[src/rtl/uart_pkg.sv]
// Shared UART definitions: transmit FSM state encoding, default frame width and
// the FIFO sizing reused by both the transmit and receive buffers.
package uart_pkg;

    localparam int UART_DBIT        = 8;
    localparam int UART_FIFO_ADDR_W = 4;
    localparam int UART_FIFO_DEPTH  = 1 << UART_FIFO_ADDR_W;

    typedef enum logic {
        IDLE = 1'b0,
        WAIT = 1'b1
    } tx_state_t;

endpackage

[src/rtl/sync_fifo.sv]
// Single-clock circular FIFO. Occupancy is tracked by an explicit counter so that
// full and empty never depend on pointer equality.
module sync_fifo
    import uart_pkg::*;
#(
    parameter int DW = UART_DBIT,
    parameter int AW = UART_FIFO_ADDR_W
) (
    input  logic          i_clk,
    input  logic          i_reset,
    input  logic          i_push,
    input  logic [DW-1:0] i_wdata,
    input  logic          i_pop,
    output logic [DW-1:0] o_rdata,
    output logic          o_full,
    output logic          o_empty,
    output logic [AW:0]   o_count
);

    localparam int          DEPTH      = 1 << AW;
    localparam logic [AW:0] FULL_COUNT = (AW+1)'(DEPTH);

    logic [DW-1:0] mem [DEPTH];
    logic [AW-1:0] wr_ptr_reg;
    logic [AW-1:0] rd_ptr_reg;
    logic [AW:0]   count_reg;
    logic          push_ok;
    logic          pop_ok;

    // A push at full is refused even when a pop happens in the same cycle.
    assign push_ok = i_push && (count_reg != FULL_COUNT);
    assign pop_ok  = i_pop && (count_reg != '0);

    always_ff @(posedge i_clk) begin
        if (push_ok) begin
            mem[wr_ptr_reg] <= i_wdata;
        end
    end

    always_ff @(posedge i_clk) begin
        if (i_reset) begin
            wr_ptr_reg <= '0;
            rd_ptr_reg <= '0;
            count_reg  <= '0;
        end else begin
            if (push_ok) begin
                wr_ptr_reg <= wr_ptr_reg + AW'(1);
            end
            if (pop_ok) begin
                rd_ptr_reg <= rd_ptr_reg + AW'(1);
            end
            case ({push_ok, pop_ok})
                2'b10:   count_reg <= count_reg + (AW+1)'(1);
                2'b01:   count_reg <= count_reg - (AW+1)'(1);
                default: count_reg <= count_reg;
            endcase
        end
    end

    assign o_rdata = mem[rd_ptr_reg];
    assign o_full  = (count_reg == FULL_COUNT);
    assign o_empty = (count_reg == '0);
    assign o_count = count_reg;

endmodule

[src/rtl/uart_tx_fifo_ctrl.sv]
// Transmit buffer and sequencer feeding the UART transmitter one byte per frame.
// Define UART_TX_FIFO_OVF_EN to add the sticky o_overflow flag and its i_ovf_clr input.
module uart_tx_fifo_ctrl
    import uart_pkg::*;
#(
    parameter int DBIT   = UART_DBIT,
    parameter int ADDR_W = UART_FIFO_ADDR_W
) (
    input  logic              i_clk,
    input  logic              i_reset,
    input  logic              i_wr,
    input  logic [DBIT-1:0]   i_wdata,
    output logic              o_full,
    output logic              o_empty,
    output logic [ADDR_W:0]   o_count,
    output logic              o_tx_start,
    output logic [DBIT-1:0]   o_tx_data,
    input  logic              i_tx_done_tick,
    output logic              o_busy
`ifdef UART_TX_FIFO_OVF_EN
    ,
    output logic              o_overflow,
    input  logic              i_ovf_clr
`endif
);

    tx_state_t       state_reg;
    logic            start_reg;
    logic [DBIT-1:0] data_reg;
    logic [DBIT-1:0] head_data;
    logic            fifo_full;
    logic            fifo_empty;
    logic            pop;

    // The pop coincides with the edge that latches the head byte and leaves IDLE.
    assign pop = (state_reg == IDLE) && !fifo_empty;

    sync_fifo #(
        .DW (DBIT),
        .AW (ADDR_W)
    ) u_fifo (
        .i_clk   (i_clk),
        .i_reset (i_reset),
        .i_push  (i_wr),
        .i_wdata (i_wdata),
        .i_pop   (pop),
        .o_rdata (head_data),
        .o_full  (fifo_full),
        .o_empty (fifo_empty),
        .o_count (o_count)
    );

    always_ff @(posedge i_clk) begin
        if (i_reset) begin
            state_reg <= IDLE;
            start_reg <= 1'b0;
            data_reg  <= '0;
        end else begin
            start_reg <= 1'b0;
            case (state_reg)
                IDLE: begin
                    if (!fifo_empty) begin
                        data_reg  <= head_data;
                        start_reg <= 1'b1;
                        state_reg <= WAIT;
                    end
                end
                WAIT: begin
                    if (i_tx_done_tick) begin
                        state_reg <= IDLE;
                    end
                end
                default: state_reg <= IDLE;
            endcase
        end
    end

    assign o_full     = fifo_full;
    assign o_empty    = fifo_empty;
    assign o_tx_start = start_reg;
    assign o_tx_data  = data_reg;
    assign o_busy     = (state_reg == WAIT);

`ifdef UART_TX_FIFO_OVF_EN
    logic ovf_reg;

    // A new overflow in the same cycle as a clear keeps the flag set.
    always_ff @(posedge i_clk) begin
        if (i_reset) begin
            ovf_reg <= 1'b0;
        end else if (i_wr && fifo_full) begin
            ovf_reg <= 1'b1;
        end else if (i_ovf_clr) begin
            ovf_reg <= 1'b0;
        end
    end

    assign o_overflow = ovf_reg;
`endif

endmodule

[config.mk]
export PLATFORM = sky130hd
export DESIGN_NAME = uart_tx_fifo_ctrl
export DESIGN_NICKNAME = d
export VERILOG_FILES = /design/src/rtl/uart_pkg.sv /design/src/rtl/sync_fifo.sv /design/src/rtl/uart_tx_fifo_ctrl.sv
export SDC_FILE = /design/constraint.sdc
export NUM_CORES = 1
export LEC_CHECK = 0
export BUFFER_PORTS_ARGS = -buffer_cell sky130_fd_sc_hd__buf_2
export CORE_MARGIN = 8
export CORE_UTILIZATION = 40
export DETAILED_ROUTE_END_ITERATION = 7
export GPL_TIMING_DRIVEN = 0
export MAX_ROUTING_LAYER = met4
export PLACE_DENSITY_LB_ADDON = 0.25
export SYNTH_ARGS = -nofsm -noshare
export SYNTH_HDL_FRONTEND = slang
export SYNTH_SLANG_ARGS = --single-unit
[constraint.sdc]
create_clock -name i_clk -period 3.7 [get_ports i_clk]
set_clock_uncertainty 0.05 [all_clocks]
set_input_delay 0.185 -clock i_clk [delete_from_list [all_inputs] [get_ports i_clk]]
set_output_delay 0.185 -clock i_clk [all_outputs]
set_load 0.05 [all_outputs]
Yosys cells after proc, flatten, opt, wreduce, memory -nomap -nowiden
Memories as Yosys holds them, arrays and structs flattened. A register that Yosys moved wholly into a read port is not among the register bits.
Cells that the tools add are included.
Word-level totals
  input bits: 12
  bits in writable memories: 128
  bits in registers: 15
  latch bits: 0
  memories kept: 1
  output and inout bits: 17
  logic and storage cells: 31
  bits in read-only memories: 0
Memories
  u_fifo.mem: depth 16, bits a word 8, rd ports 1, clocked after memory_dff 1, write ports 1, RTL line sync_fifo.sv:23  | logic [DW-1:0] mem [DEPTH];
Operators by class
  divide/modulo/power cells: 0
  shifts and indexed selects: 0
  bitwise gates (word level): 2
  equal/unequal tests: 4
  add/sub/neg operators: 4
  magnitude comparators: 0
  multiplexer cells: 6
  multiply operators: 0
  reductions and logical operators: 9
Operators by type and width (count)
  $pmux 5 s2: 1
  $add 4x1->4 const B: 2
  $add 5x1->5 const B: 1
  $eq 5x5->1 const B: 1
  $logic_not 5->1: 1
  $ne 5x5->1 const B: 1
  $reduce_bool 5->1: 1
  $sub 5x1->5 const B: 1
  $mux 1: 4
  $logic_and 1x1->1: 3
  $eq 2x1->1 const B: 1
  $eq 2x2->1 const B: 1
  $not 1->1: 2
  $pmux 1 s2: 1
  $reduce_and 2->1: 1
  $reduce_bool 2->1: 1
  $reduce_or 2->1: 1
  $logic_not 1->1: 1

Logic depth before layout (Yosys ltp)
Gate-level depths: netlist of the first run.
  depth in word-level cells: 6
  depth in mapped cells: 11
  mapped depth without buffers: 11

By module
From an unflattened synthesis of the first run, not the netlist that was laid out.
Second synthesis, totals
  cell total of the unflattened synthesis: 338
  area total of the unflattened synthesis: 6149.6 sq um
By module, submodules not included
  sync_fifo: area an instance 5753.0 sq um, times used 1, cells each 296
  uart_tx_fifo_ctrl: area an instance 396.6 sq um, times used 1, cells each 42

Worst setup path after synthesis of the first run
No wires, ideal clock.
  kind: register -> register
  start: register u_fifo.count_reg[0], in the netlist u_fifo.o_count[0]
  end: register u_fifo.count_reg[4], in the netlist u_fifo.o_count[4]
  path buffers: 1
  clock period less this slack: 3.193 ns
  path slack: 0.507 ns
  stages on the path, launching flop included: 12
  arrival time: 3.020 ns
  required time: 3.527 ns
  cell sequence: dfxtp_1 > nor4_4 > a21oi_1 > clkbuf_1 > ha_1 > inv_2 > fa_1 > nor2b_1 > o21ai_1 > nand3_1 > or3b_1 > mux2_1
Between the ends
  word-level cells in the longest chain between the ends: 6
RTL lines
  from (decl): RTL line sync_fifo.sv:26  | logic [AW:0] count_reg;
  from (signal assigned): RTL line sync_fifo.sv:53  | 2'b10: count_reg <= count_reg + (AW+1)'(1);
  from (signal assigned): RTL line sync_fifo.sv:54  | 2'b01: count_reg <= count_reg - (AW+1)'(1);
  from (signal assigned): RTL line sync_fifo.sv:55  | default: count_reg <= count_reg;
  $logic_not 5->1 *: RTL line sync_fifo.sv:62  | assign o_empty = (count_reg == '0);
  $logic_not 1->1 *
  $logic_and 1x1->1 *: RTL line uart_tx_fifo_ctrl.sv:36  | assign pop = (state_reg == IDLE) && !fifo_empty;
  via pop: RTL line uart_tx_fifo_ctrl.sv:33  | logic pop;
  $logic_and 1x1->1 *: RTL line sync_fifo.sv:32  | assign pop_ok = i_pop && (count_reg != '0);
  $eq 2x1->1 / $eq 2x2->1 (equally long branches): RTL line sync_fifo.sv:52  | case ({push_ok, pop_ok})
  $pmux 5 s2 / $reduce_bool 2->1 (equally long branches)
Mark *: on every way through the listed nets, which the timed path passes. The rest lies on a longest branch.
A chain may end at the register's enable or synchronous reset.

Final worst setup path of the first run
Ends and elaborated chain as after synthesis.

==> results, run 1 <==
- The worst hold-check path type is in -> reg.
- The synthesized netlist contains 33 unique library cells.
- Compared with the post-synthesis result, the final layout area differs by 16.3%.
- Headroom to the max-slew limit came out at 16.9%.
- Summing all flip-flop and latch instances after layout gives between 0.004 and 0.005 mm².
- The top flip-flop cell by instance count after synthesis is sky130_fd_sc_hd__edfxtp_1.
- The initial antenna violation count is 0.
- The share of flip-flops with an asynchronous set or reset is 0%.
- The die area is 0.0193 mm².
- The mean number of vias per cell is 5.31.
- The run finished with clean final reports.
- The initialized floorplan defines 45 standard-cell rows.
- Overall power consumption after layout is estimated at 4810 µW.
- The total number of yosys warnings is 0.
- The total nets after synthesis is 415.
- Measured on the finished design, the core utilization comes to 46.9%.
- The number of sinks driven by the clock tree is between 150 and 200.
- Detailed placement finished with a half-perimeter wire length of roughly 9000 µm.
- From left edge to right edge, the die measures approximately 140 µm.
- For the pin with the worst max-slew slack, the measured transition is 1.24 ns.
- Clock tree synthesis selected as its root buffer the cell sky130_fd_sc_hd__clkbuf_16.
- In this run the number of H-tree levels came out at 4.
- The clock insertion delay at the later pin of the skew report is 0.42 ns.
- The most congested layer reported by global routing is met2.
- The post-route netlist has approximately 16% of its cells at a drive strength greater than 1.
- After technology mapping, the gate count stands at 393.
- The global-route wire length before repair is 19600 µm.
- The number of CTS-inserted buffers is 17.
- In the final design database the tool counted 463 nets.
- In the layout the commonest cells are sky130_fd_sc_hd__edfxtp_1, sky130_fd_sc_hd__mux2i_1, sky130_fd_sc_hd__nor2_1, sky130_fd_sc_hd__buf_2, sky130_fd_sc_hd__o22ai_1.
- The power density normalized to cell area is ~680 mW/mm².
- The max-slew violation count is 0.
- Counting flops and latches in the post-synthesis netlist gives 151.
- After synthesis the cells add up to 0.00604 mm².
- The peak ir drop on the vdd network is 0.000290 V.
- The critical path class is reg -> reg.
- The total area of multi-input combinational cells is 0.00158 mm².
- The number of global-route vias before repair is 3479.
- The routed design has approximately 13000 µm of wire.
- After clock tree synthesis, the clock-pin slew on the worst setup and hold paths is 0.06 ns.
- The residual antenna-violating net count after detailed routing is 0.
- In the final routed layout, each cell accounts on average for 20.1 µm.
- The initial standard-cell utilization of the core is between 40% and 50%.
- The register with the most flip-flops in the layout has 128 of them.
- The final-report hold violation count is 0.
- The slack of the critical path is 0.432 ns.
- The height of the die is 139 µm.
- Routability-driven placement finished with a final weighted congestion of 0.879.
- Along the worst path, the maximum fanout reaches 10.
- The critical path launch point type is a flip-flop.
- After detailed routing, the number of remaining DRC violations is 0.
- The worst setup path is captured at a flip-flop.
- Dividing the synthesized area by the synthesized cell count gives 15.4 µm².
- The fraction of met3 tracks used by global routing is 3.37%.
- For the finished layout, the period the worst path requires is roughly 3.3 ns.
- The number of port buffers is 28.
- Counting flops with a built-in enable in the synthesized netlist gives 128.
- The post-route clock period utilization is 88.3%.
- The final instance area is between 0.007 and 0.008 mm².
- The core region is 0.0150 mm².
- The post-route setup TNS is 0 ns.
- The clock tree from TritonCTS is done.
- The static leakage power is ~0.0023 µW.
- The total vias in the final route is 3408.
- Setup violations remaining at the end of the flow were counted as 0.
- Entering global routing, the biggest net connects 17 pins.
- The total overflow reported by the global router is 0.
- Setup repair after global routing left no endpoint under its margin.
- Max-cap violations in this run came to 0.
- The post-placement worst setup slack is 0.437 ns.
- The top register by number of flip-flops is u_fifo.mem.
- The placed cell area is 0.00642 mm².
- The routing usage on met1 is 15.9%.
- The aggregate global-route resource usage is 14.1%.
- The post-synthesis sequential area ratio is 71.2%.
- The most common cell after layout, fill and taps aside is sky130_fd_sc_hd__edfxtp_1.
- Data on the critical path is required at its endpoint by 3.95 ns.
- In this run the count of I/O pins placed on the die edge is 29.
- No sink is reached through more buffers than the 2 on the longest clock path.
- The number of iterations in the first detailed-routing pass is 4.
- The filler cells instantiated in the layout total 1312.
- In this run, the number of DRC markers left after iteration 0 of detailed routing was 280.
- Data on the critical path arrives at its endpoint at 3.52 ns.
- Static timing analysis puts the maximum clock frequency at 306 MHz.
- The number of diodes added for antenna fixing is 0.
- The met2 usage is 23.4%.
-- worst paths after layout --
path / depth (start not counted) / startpoint / endpoint / slack [ns]
max: 11 / u_fifo.o_count[0] / u_fifo.o_count[4] / 0.43
min: 4 / i_tx_done_tick / o_busy / 0.02
max reg2reg: 11 / u_fifo.o_count[0] / u_fifo.o_count[4] / 0.43
min reg2reg: 1 / o_busy / o_tx_start / 0.42
-- final cells by class --
type | count | share of cell area, %
clock buffer | 19 | 6.16
inverter | 9 | 0.481
buffer | 20 | 1.83
timing repair buffer | 29 | 2.14
sequential | 151 | 61.2
clock inverter | 13 | 2.28
tap | 188 | 3.35
multi-input combinational | 213 | 22.5
-- synthesized netlist by cell type (2+ instances only) --
library cell	number	area share, %
sky130_fd_sc_hd__a211oi_1	8	0.99
sky130_fd_sc_hd__a21oi_1	7	0.58
sky130_fd_sc_hd__and2_1	2	0.21
sky130_fd_sc_hd__buf_2	7	0.58
sky130_fd_sc_hd__buf_4	4	0.50
sky130_fd_sc_hd__buf_6	4	0.75
sky130_fd_sc_hd__clkbuf_1	5	0.31
sky130_fd_sc_hd__dfxtp_1	23	7.6
sky130_fd_sc_hd__edfxtp_1	128	64
sky130_fd_sc_hd__ha_1	9	1.9
sky130_fd_sc_hd__inv_1	7	0.43
sky130_fd_sc_hd__inv_2	2	0.12
sky130_fd_sc_hd__mux2i_1	66	11
sky130_fd_sc_hd__nand2_1	8	0.50
sky130_fd_sc_hd__nand2b_1	2	0.21
sky130_fd_sc_hd__nand3_1	2	0.17
sky130_fd_sc_hd__nand3b_1	3	0.37
sky130_fd_sc_hd__nand4_1	2	0.21
sky130_fd_sc_hd__nor2_1	39	2.4
sky130_fd_sc_hd__nor2b_1	2	0.21
sky130_fd_sc_hd__nor3_1	6	0.50
sky130_fd_sc_hd__nor4_1	8	0.83
sky130_fd_sc_hd__o22ai_1	32	3.3
sky130_fd_sc_hd__or3b_1	2	0.29
sky130_fd_sc_hd__xnor2_1	3	0.43
sky130_fd_sc_hd__xor2_1	5	0.72
-- report_power, final --
group	total [µW]	switching (µW)	internal (µW)
Clock	1730	624	1110
Combinational	1050	721	332
Sequential	2020	63.7	1960
-- cells by family (layout without fill, tap and decap cells) --
group                    Yosys count  count (layout)  synth area share (%)
AO/OA/AOI/OAI                     50              50                  5.28
buffers and inverters             29              90                  2.69
AND/OR/NAND/NOR                   78              78                  6.35
XOR/XNOR                           8               8                  1.16
multiplexers                      67              67                  11.1
adder cells (fa/ha/maj)           10              10                  2.19
flip-flops                       151             151                  71.2
-- per-layer routing --
metal,wire length [µm],vias up
met3,676,22
met5,0,-
met2,6600,76
met1,5310,1709
met4,310,0
li1,-,1601
-- through the flow --
stage               hold WS [ns]  cells
CTS                      0.00218    642
global route              0.0388    642
finish                    0.0172    642
detailed placement         0.384    609
floorplan                  0.208    393
global placement           0.374    609
-- critical path, stage by stage, from the launching register on --
cell	delay (ns)
sky130_fd_sc_hd__dfxtp_1	0.47
sky130_fd_sc_hd__nor4_4	0.10
sky130_fd_sc_hd__a21oi_1	0.28
sky130_fd_sc_hd__clkbuf_1	0.42
sky130_fd_sc_hd__ha_1	0.34
sky130_fd_sc_hd__inv_2	0.07
sky130_fd_sc_hd__fa_1	0.37
sky130_fd_sc_hd__nor2b_1	0.16
sky130_fd_sc_hd__o21ai_1	0.10
sky130_fd_sc_hd__nand3_1	0.09
sky130_fd_sc_hd__or3b_1	0.36
sky130_fd_sc_hd__mux2_1	0.33
-- what timing repair did --
item / in CTS / in global routing
buffers inserted: 0 / 0
endpoints found under the hold margin: 2 / 0
hold buffers: 1 / 0
endpoints found under the setup margin: 0 / 0
gates resized for setup: 0 / 0
No activity file was read; power rests on OpenSTA's default activity.
==> run 2, diff against run 1 <==
--- a/config.mk
+++ b/config.mk
@@ -12,6 +12,7 @@
 export GPL_TIMING_DRIVEN = 0
 export MAX_ROUTING_LAYER = met4
 export PLACE_DENSITY_LB_ADDON = 0.25
+export SLEW_MARGIN = 25
 export SYNTH_ARGS = -nofsm -noshare
 export SYNTH_HDL_FRONTEND = slang
 export SYNTH_SLANG_ARGS = --single-unit
==> constraint.sdc (replaced) <==
create_clock -name i_clk -period 3.09 [get_ports i_clk]
set_clock_uncertainty 0.05 [all_clocks]
set_input_delay 0 -clock i_clk [delete_from_list [all_inputs] [get_ports i_clk]]
set_output_delay 0 -clock i_clk [all_outputs]
set_load 0.05 [all_outputs]
==> run 2 against run 1 <==
Net effect: clock power grew 20%; global-route usage grew 0.37 points; utilization grew 0.82 points; critical endpoint unchanged; highest routed layer unchanged.
==> results, run 2 (same netlist as run 1, synthesis figures left out) <==
- The worst hold-check path type is in -> reg.
- The violation count after the first detailed-route iteration is 323.
- For flop-to-flop paths, the worst setup slack is roughly 0.18 ns.
- The final weighted congestion of routability-driven global placement is 0.863.
- The transition time at the pin with the least slew margin is 0.816 ns.
- The initial antenna violation count is 0.
- The peak clock frequency supported by timing is around 340 MHz.
- In this run the horizontal extent of the chip is 139 µm.
- The number of rows in the core area is 45.
- The total overflow reported by the global router is 0.
- The repair_antennas step left the layout with diodes totalling 0.
- For the worst flop-to-flop path, the logic depth is 11.
- Walking the worst path, the cells encountered are nor4_4, a21boi_2, inv_2, ha_2, inv_2, fa_1, nor2b_1, o21ai_1, nand3_1, or3b_1, mux2_1.
- Setup violations remaining at the end of the flow were counted as 0.
- The cell with the biggest individual delay on the critical path is sky130_fd_sc_hd__nor4_4.
- The critical path launch point type is a flip-flop.
- The cell that appears most often on the critical path is sky130_fd_sc_hd__inv_2.
- The die area is 0.0193 mm².
- The post-route clock period utilization is between 90% and 100%.
- The net count of the finished layout is 472.
- The core region is 0.0150 mm².
- The worst relative slew slack is around 45%.
- Buffers inserted during clock tree synthesis total 17.
- The launching instance or port of the critical path is u_fifo.o_count[3].
- Leaving out fill and tap cells, the most frequent cell in the layout is sky130_fd_sc_hd__edfxtp_1.
- The aggregate global-route resource usage is about 14%.
- Subtracting the final worst setup slack from the clock period gives 2.91 ns.
- The worst endpoint data arrival time is 3.16 ns.
- Max-cap violations in this run came to 0.
- The clock insertion delay at the later pin of the skew report is 0.41 ns.
- The growth of design area from synthesis to finish is 18.3%.
- The I/O pin total is 29.
- The maximum cell stage delay along the critical path is ~0.4 ns.
- The required time reported for the critical path endpoint is 3.34 ns.
- Using the TritonRoute via totals, the vias-per-cell ratio works out to 5.24.
- The fraction of layout instances using a drive strength above 1 is between 10% and 20%.
- The final-report hold violation count is 0.
- The wire length after detailed routing is 12900 µm.
- The clock tree from TritonCTS is done.
- Setup repair after global routing left no endpoint under its margin.
- The critical register-to-register path startpoint is u_fifo.o_count[3].
- The number of global-route vias before repair is 3501.
- The wire length per cell is 19.8 µm.
- The critical path class is reg -> reg.
- The worst min-delay path startpoint is i_wr.
- The run finished with clean final reports.
- The clock-pin slew reported for the worst setup and hold paths after clock tree synthesis is 0.06 ns.
- Once layout is complete, the utilization of the core stands at a little under half.
- The tree built by TritonCTS fans out to 151 sinks.
- The clock passes through at most 2 buffers.
- The height of the die is ~140 µm.
- VDD sags by at most 0.000379 V.
- The maximum number of pins on one net before global-route repair is 17.
- The initial standard-cell utilization of the core is 40.4%.
- The max-slew violation count is 0.
- The power density normalized to cell area is around 810 mW/mm².
- The critical register-to-register path endpoint is u_fifo.o_count[4].
- The tightest hold path in the finished design has a slack of between 0.07 and 0.08 ns.
- The register with the most flip-flops in the final layout is u_fifo.mem.
- The clock root buffer master is sky130_fd_sc_hd__clkbuf_16.
- For this run, the detailed router's first-pass iteration total came to 4.
- The flip-flop count of the largest register, all copies and words added is 128.
- The post-CTS setup buffer count is 0.
- The post-route DRC violation count is 0.
- The number of port buffers is 28.
- For this block, the via count after detailed routing is 3410.
- The residual antenna-violating net count after detailed routing is 0.
- The H-tree was split into 4 levels.
- The first global-routing pass estimated 20400 µm of wire.
- The worst hold path was traced through 4 stages.
- STA classifies the critical path endpoint as a flip-flop.
- In the layout the commonest cells are sky130_fd_sc_hd__edfxtp_1, sky130_fd_sc_hd__mux2i_1, sky130_fd_sc_hd__nor2_1, sky130_fd_sc_hd__buf_2, sky130_fd_sc_hd__o22ai_1.
- The maximum net fanout on the critical path is 9.
- The static leakage power is 0.00237 µW.
- The endpoint with the worst hold slack is u_fifo.wr_ptr_reg[0].
- The post-DP HPWL is 8820 µm.
run 2: cell type report:
type,instances,area (µm²)
fill,1293,7830
sequential,151,4310
multi-input combinational,213,1600
clock buffer,20,437
timing repair buffer,38,240
tap,188,235
clock inverter,12,158
buffer,20,133
inverter,9,33.8
run 2: critical path, delay by kind of cell (launching register included):
kind                     cells  cell delay [ns]
multiplexers                 1             0.32
AND/OR/NAND/NOR              4             1.03
flip-flops                   1             0.35
buffers and inverters        2             0.15
adder cells (fa/ha/maj)      2             0.59
AO/OA/AOI/OAI                2             0.31
run 2: metrics by stage:
stage | TNS (ns) | setup slack [ns] | instances | area [µm²] | total power (µW)
after global placement | 0 | 0.0108 | 609 | 6430 | 3690
final | 0 | 0.179 | 651 | 7150 | 5790
after global routing | 0 | 0.0129 | 651 | 7150 | 6020
after detailed placement | -0.0806 | -0.0806 | 609 | 6440 | 3730
after CTS | 0 | 0.0187 | 651 | 7140 | 5830
after floorplan | 0 | 0.121 | 393 | 6050 | 3370
run 2: report_power, final:
group	internal (µW)	leakage (µW)	switching (µW)
Combinational	415	0.000736	869
Clock	1330	0.000288	748
Sequential	2350	0.00135	76.3
run 2: layer usage:
| metal | vias up | wire, µm | track usage (%) |
|---|---|---|---|
| met1 | 1706 | 5300 | 16.1 |
| li1 | 1619 | - | - |
| met2 | 71 | 6730 | 24.6 |
| met3 | 14 | 674 | 3.27 |
| met5 | - | 0 | - |
| met4 | 0 | 192 | 6.47 |
run 2: what timing repair did:
| action | CTS | global route |
|---|---|---|
| resized for setup | 1 | 4 |
| setup endpoints to repair | 1 | 1 |
| pin swaps | 0 | 1 |
| hold endpoints to repair | 132 | 0 |
| hold buffers | 10 | 0 |
run 2: worst max-delay path by stage:
| stage | endpoint | slack (ns) |
|---|---|---|
| final | u_fifo.o_count[4] | 0.18 |
| after floorplan | u_fifo.o_count[4] | 0.12 |
| after detailed placement | u_fifo.o_count[4] | -0.08 |
| after CTS | u_fifo.o_count[4] | 0.02 |
| after global placement | u_fifo.o_count[4] | 0.01 |
| after global routing | u_fifo.o_count[4] | 0.01 |
==> run 3, diff against run 2 <==
--- a/config.mk
+++ b/config.mk
@@ -12,7 +12,8 @@
 export GPL_TIMING_DRIVEN = 0
 export MAX_ROUTING_LAYER = met4
 export PLACE_DENSITY_LB_ADDON = 0.25
-export SLEW_MARGIN = 25
+export REMOVE_ABC_BUFFERS = 1
+export SLEW_MARGIN = 20
 export SYNTH_ARGS = -nofsm -noshare
 export SYNTH_HDL_FRONTEND = slang
 export SYNTH_SLANG_ARGS = --single-unit
==> run 3 against run 2 <==
Net effect: total power fell by 0.31%; die area stayed put; design area is 0.86% lower; fmax is 0.71% higher; largest cell class unchanged; first-iteration DRC count down 40%; clock-buffer cell count is 3 higher; routed wire length shrank 4.1%.
==> results, run 3 (same netlist as run 1, synthesis figures left out) <==
- The flow ran to the end, and the final reports show no timing, DRC or antenna violations.
- Global routing used 13.9% of the available tracks across all layers.
- The final-report hold violation count is 0.
- Per report_power, the combinational group accounts for 20.6% of the total.
- The initial standard-cell utilization of the core is 40.4%.
- The post-route clock period utilization is 93.5%.
- The static leakage power is 0.00232 µW.
- In this run the worst hold path is classified as in -> reg.
- The required time reported for the critical path endpoint is 3.34 ns.
- The sum of buffers and inverters on the critical path is 2.
- The cell repeated most along the worst path is sky130_fd_sc_hd__inv_2.
- The power density normalized to cell area is 814 mW/mm².
- The worst hold path was traced through 4 stages.
- The die covers 0.0193 mm².
- The peak clock frequency supported by timing is 346 MHz.
- The wire length after detailed routing is 12400 µm.
- After detailed routing, the number of vias per cell comes to 5.19.
- The post-route DRC violation count is 0.
- The library cells used most frequently in the layout, excluding fill and tap cells, are sky130_fd_sc_hd__edfxtp_1, sky130_fd_sc_hd__mux2i_1, sky130_fd_sc_hd__nor2_1, sky130_fd_sc_hd__o22ai_1, sky130_fd_sc_hd__buf_2.
- The net switching share of the total power is between 20 and 30%.
- Buffers added to address setup during post-CTS repair amount to 0.
- Once layout is done, the placed cells without fillers occupy approximately 0.0071 mm².
- The area of the placeable core is 0.0150 mm².
- Once detailed placement completed, the half-perimeter wirelength came to 7910 µm.
- The internal power of the cells totals 4120 µW.
- 29 I/O pins were placed.
- The maximum net fanout on the critical path is 9.
- The worst min-delay path startpoint is i_wr.
- The worst register-to-register path ends at u_fifo.o_count[4].
- The transition time at the pin with the least slew margin is a little under 0.9 ns.
- Sequential cells account for between 40% and 50% of the total power.
- Headroom to the max-slew limit came out at 41.9%.
- The critical path launch point type is a flip-flop.
- The most common cell after layout, fill and taps aside is sky130_fd_sc_hd__edfxtp_1.
- The global-route wire length before repair is just under 20000 µm.
- 0 antenna diodes ended up in the layout.
- In this run the critical register-to-register path is launched from u_fifo.o_count[1].
- The total vias in the final route is 3289.
- The depth of the CTS H-tree is 4.
- The peak ir drop on the vdd network is approximately 0.00041 V.
- Across the run, the number of max-cap violations was 0.
- In this design, the largest share of critical-path delay is due to simple AND/OR/NAND/NOR gates.
- The fraction of layout instances using a drive strength above 1 is 15.9%.
- The time the final worst path needs with I/O delays and setup is 2.89 ns.
- The floorplan step set the die height to 139 µm.
- The violation count after the first detailed-route iteration is 194.
- u_fifo.mem holds more flip-flops than any other register.
- For this design, the sink count on the clock tree is 151.
- TritonCTS created 17 clock buffers.
- In this run the power spent charging and discharging nets is ~1700 µW.
- The path with the worst hold slack has its endpoint at u_fifo.wr_ptr_reg[0].
- The critical path goes through nor4_4, a21boi_4, inv_2, ha_2, inv_2, fa_1, nor2b_1, o21ai_1, nand3_1, or3b_1, mux2_1.
- The total power consumption of the routed design is about 5800 µW.
- Setup repair after global routing left no endpoint under its margin.
- The clock root buffer master is sky130_fd_sc_hd__clkbuf_16.
- The net count of the finished layout is around 460.
- The clock network burns between 30% and 40% of the power.
- Routability-driven placement finished with a final weighted congestion of 0.767.
- The clock tree from TritonCTS is done.
- The endpoint type of the worst setup path is a flip-flop.
- At the placement stage, the worst setup path has a slack of 0.132 ns.
- The die is 139 µm wide.
- Across all hold checks on the routed design, the worst slack comes to 0.0189 ns.
- Port buffering added 28 buffers.
- The later pin in the worst-skew pair is clocked with a latency of about 0.41 ns.
- The growth of design area from synthesis to finish is 17.3%.
- The floorplan has 45 rows.
- The max-slew violation count was 0.
- Clock-pin slew was measured on the worst setup and hold paths at 0.06 ns.
- The critical path class is reg -> reg.
- In this run the number of cells on the critical path is 11.
- The number of global-route vias before repair is 3329.
- The total overflow reported by the global router is 0.
- Setup violations remaining at the end of the flow were counted as 0.
- The post-route setup TNS is 0 ns.
- The residual antenna-violating net count after detailed routing is 0.
- The number of cells on the worst reg-to-reg path is 11.
- The cell with the biggest individual delay on the critical path is sky130_fd_sc_hd__nor4_4.
- The internal reg-to-reg setup slack is 0.20 ns.
- The maximum clock insertion buffer count is 2.
- The register with the most flip-flops in the layout has 128 of them.
- The placed instances occupy a cell area of 0.00635 mm².
- The worst endpoint data arrival time is 3.14 ns.
- The initial antenna violation count is 0.
- The maximum number of pins on one net before global-route repair is 36.
- The maximum cell stage delay along the critical path is 0.42 ns.
- The wire length per cell is 19.5 µm.
- The number of iterations in the first detailed-routing pass is 5.
- The slack of the critical path is roughly 0.20 ns.
==> run 3: cell types whose count changed in the layout (fill, tap and decap cells not counted), moves of 3 or more <==
cell and change:
sky130_fd_sc_hd__buf_2 -7, sky130_fd_sc_hd__clkbuf_1 -6, sky130_fd_sc_hd__clkbuf_8 +5, sky130_fd_sc_hd__dfxtp_2 -5
sky130_fd_sc_hd__buf_4 -4, sky130_fd_sc_hd__dfxtp_1 +4, sky130_fd_sc_hd__buf_6 -3, sky130_fd_sc_hd__clkinv_1 -3
==> run 3: worst reg2reg max path: stages (launching register included) <==
cell                       delay [ns]
sky130_fd_sc_hd__dfxtp_1         0.37
sky130_fd_sc_hd__nor4_4          0.42
sky130_fd_sc_hd__a21boi_4        0.17
sky130_fd_sc_hd__inv_2           0.07
sky130_fd_sc_hd__ha_2            0.22
sky130_fd_sc_hd__inv_2           0.07
sky130_fd_sc_hd__fa_1            0.38
sky130_fd_sc_hd__nor2b_1         0.18
sky130_fd_sc_hd__o21ai_1         0.10
sky130_fd_sc_hd__nand3_1         0.08
sky130_fd_sc_hd__or3b_1          0.36
sky130_fd_sc_hd__mux2_1          0.31
==> run 3: worst max path at each step <==
stage | endpoint | start
final | u_fifo.o_count[4] | u_fifo.o_count[1]
after floorplan | u_fifo.o_count[4] | u_fifo.o_count[0]
after CTS | u_fifo.o_count[4] | u_fifo.o_count[0]
after detailed placement | u_fifo.o_count[4] | u_fifo.o_count[0]
after global placement | o_tx_data[0] | u_fifo.rd_ptr_reg[2]
after global routing | u_fifo.o_count[4] | u_fifo.o_count[1]
==> run 3: per-layer routing <==
layer / part of all wire [%] / track usage (%) / wire length [µm]
met1: 44 / 17.4 / 5440
met3: 6.2 / 3.41 / 772
met2: 48 / 21.0 / 5990
met4: 1.4 / 6.12 / 176
met5: 0 / - / 0
==> run 3: final cells by class <==
| type | instances | area, µm² |
|---|---|---|
| clock buffers | 23 | 498 |
| flip-flops and latches | 151 | 4310 |
| fillers | 1266 | 7890 |
| inverters | 9 | 33.8 |
| repair buffers | 41 | 282 |
| well taps | 188 | 235 |
| multi-input cells | 213 | 1610 |
| clock inverters | 9 | 121 |
==> run 3: metrics by stage <==
step                std cells  util [%]
floorplan                 373         -
global placement          589      42.0
detailed placement        591      42.4
CTS                       634      47.3
global route              634      47.3
finish                    634      47.3
==> run 3: power groups by stage <==
stage               Combinational [µW]  Clock (µW)  Sequential [µW]
global route                      1310        2230             2480
global placement                  1140           0             2510
finish                            1190        2120             2460
floorplan                          638           0             2700
detailed placement                1180           0             2500
CTS                               1200        2160             2460
==> run 3: timing repair <==
| action | CTS | global route |
|---|---|---|
| endpoints found under the setup margin | 0 | 1 |
| hold buffers | 11 | 0 |
| resized for setup | 0 | 2 |
| endpoints found under the hold margin | 140 | 0 |
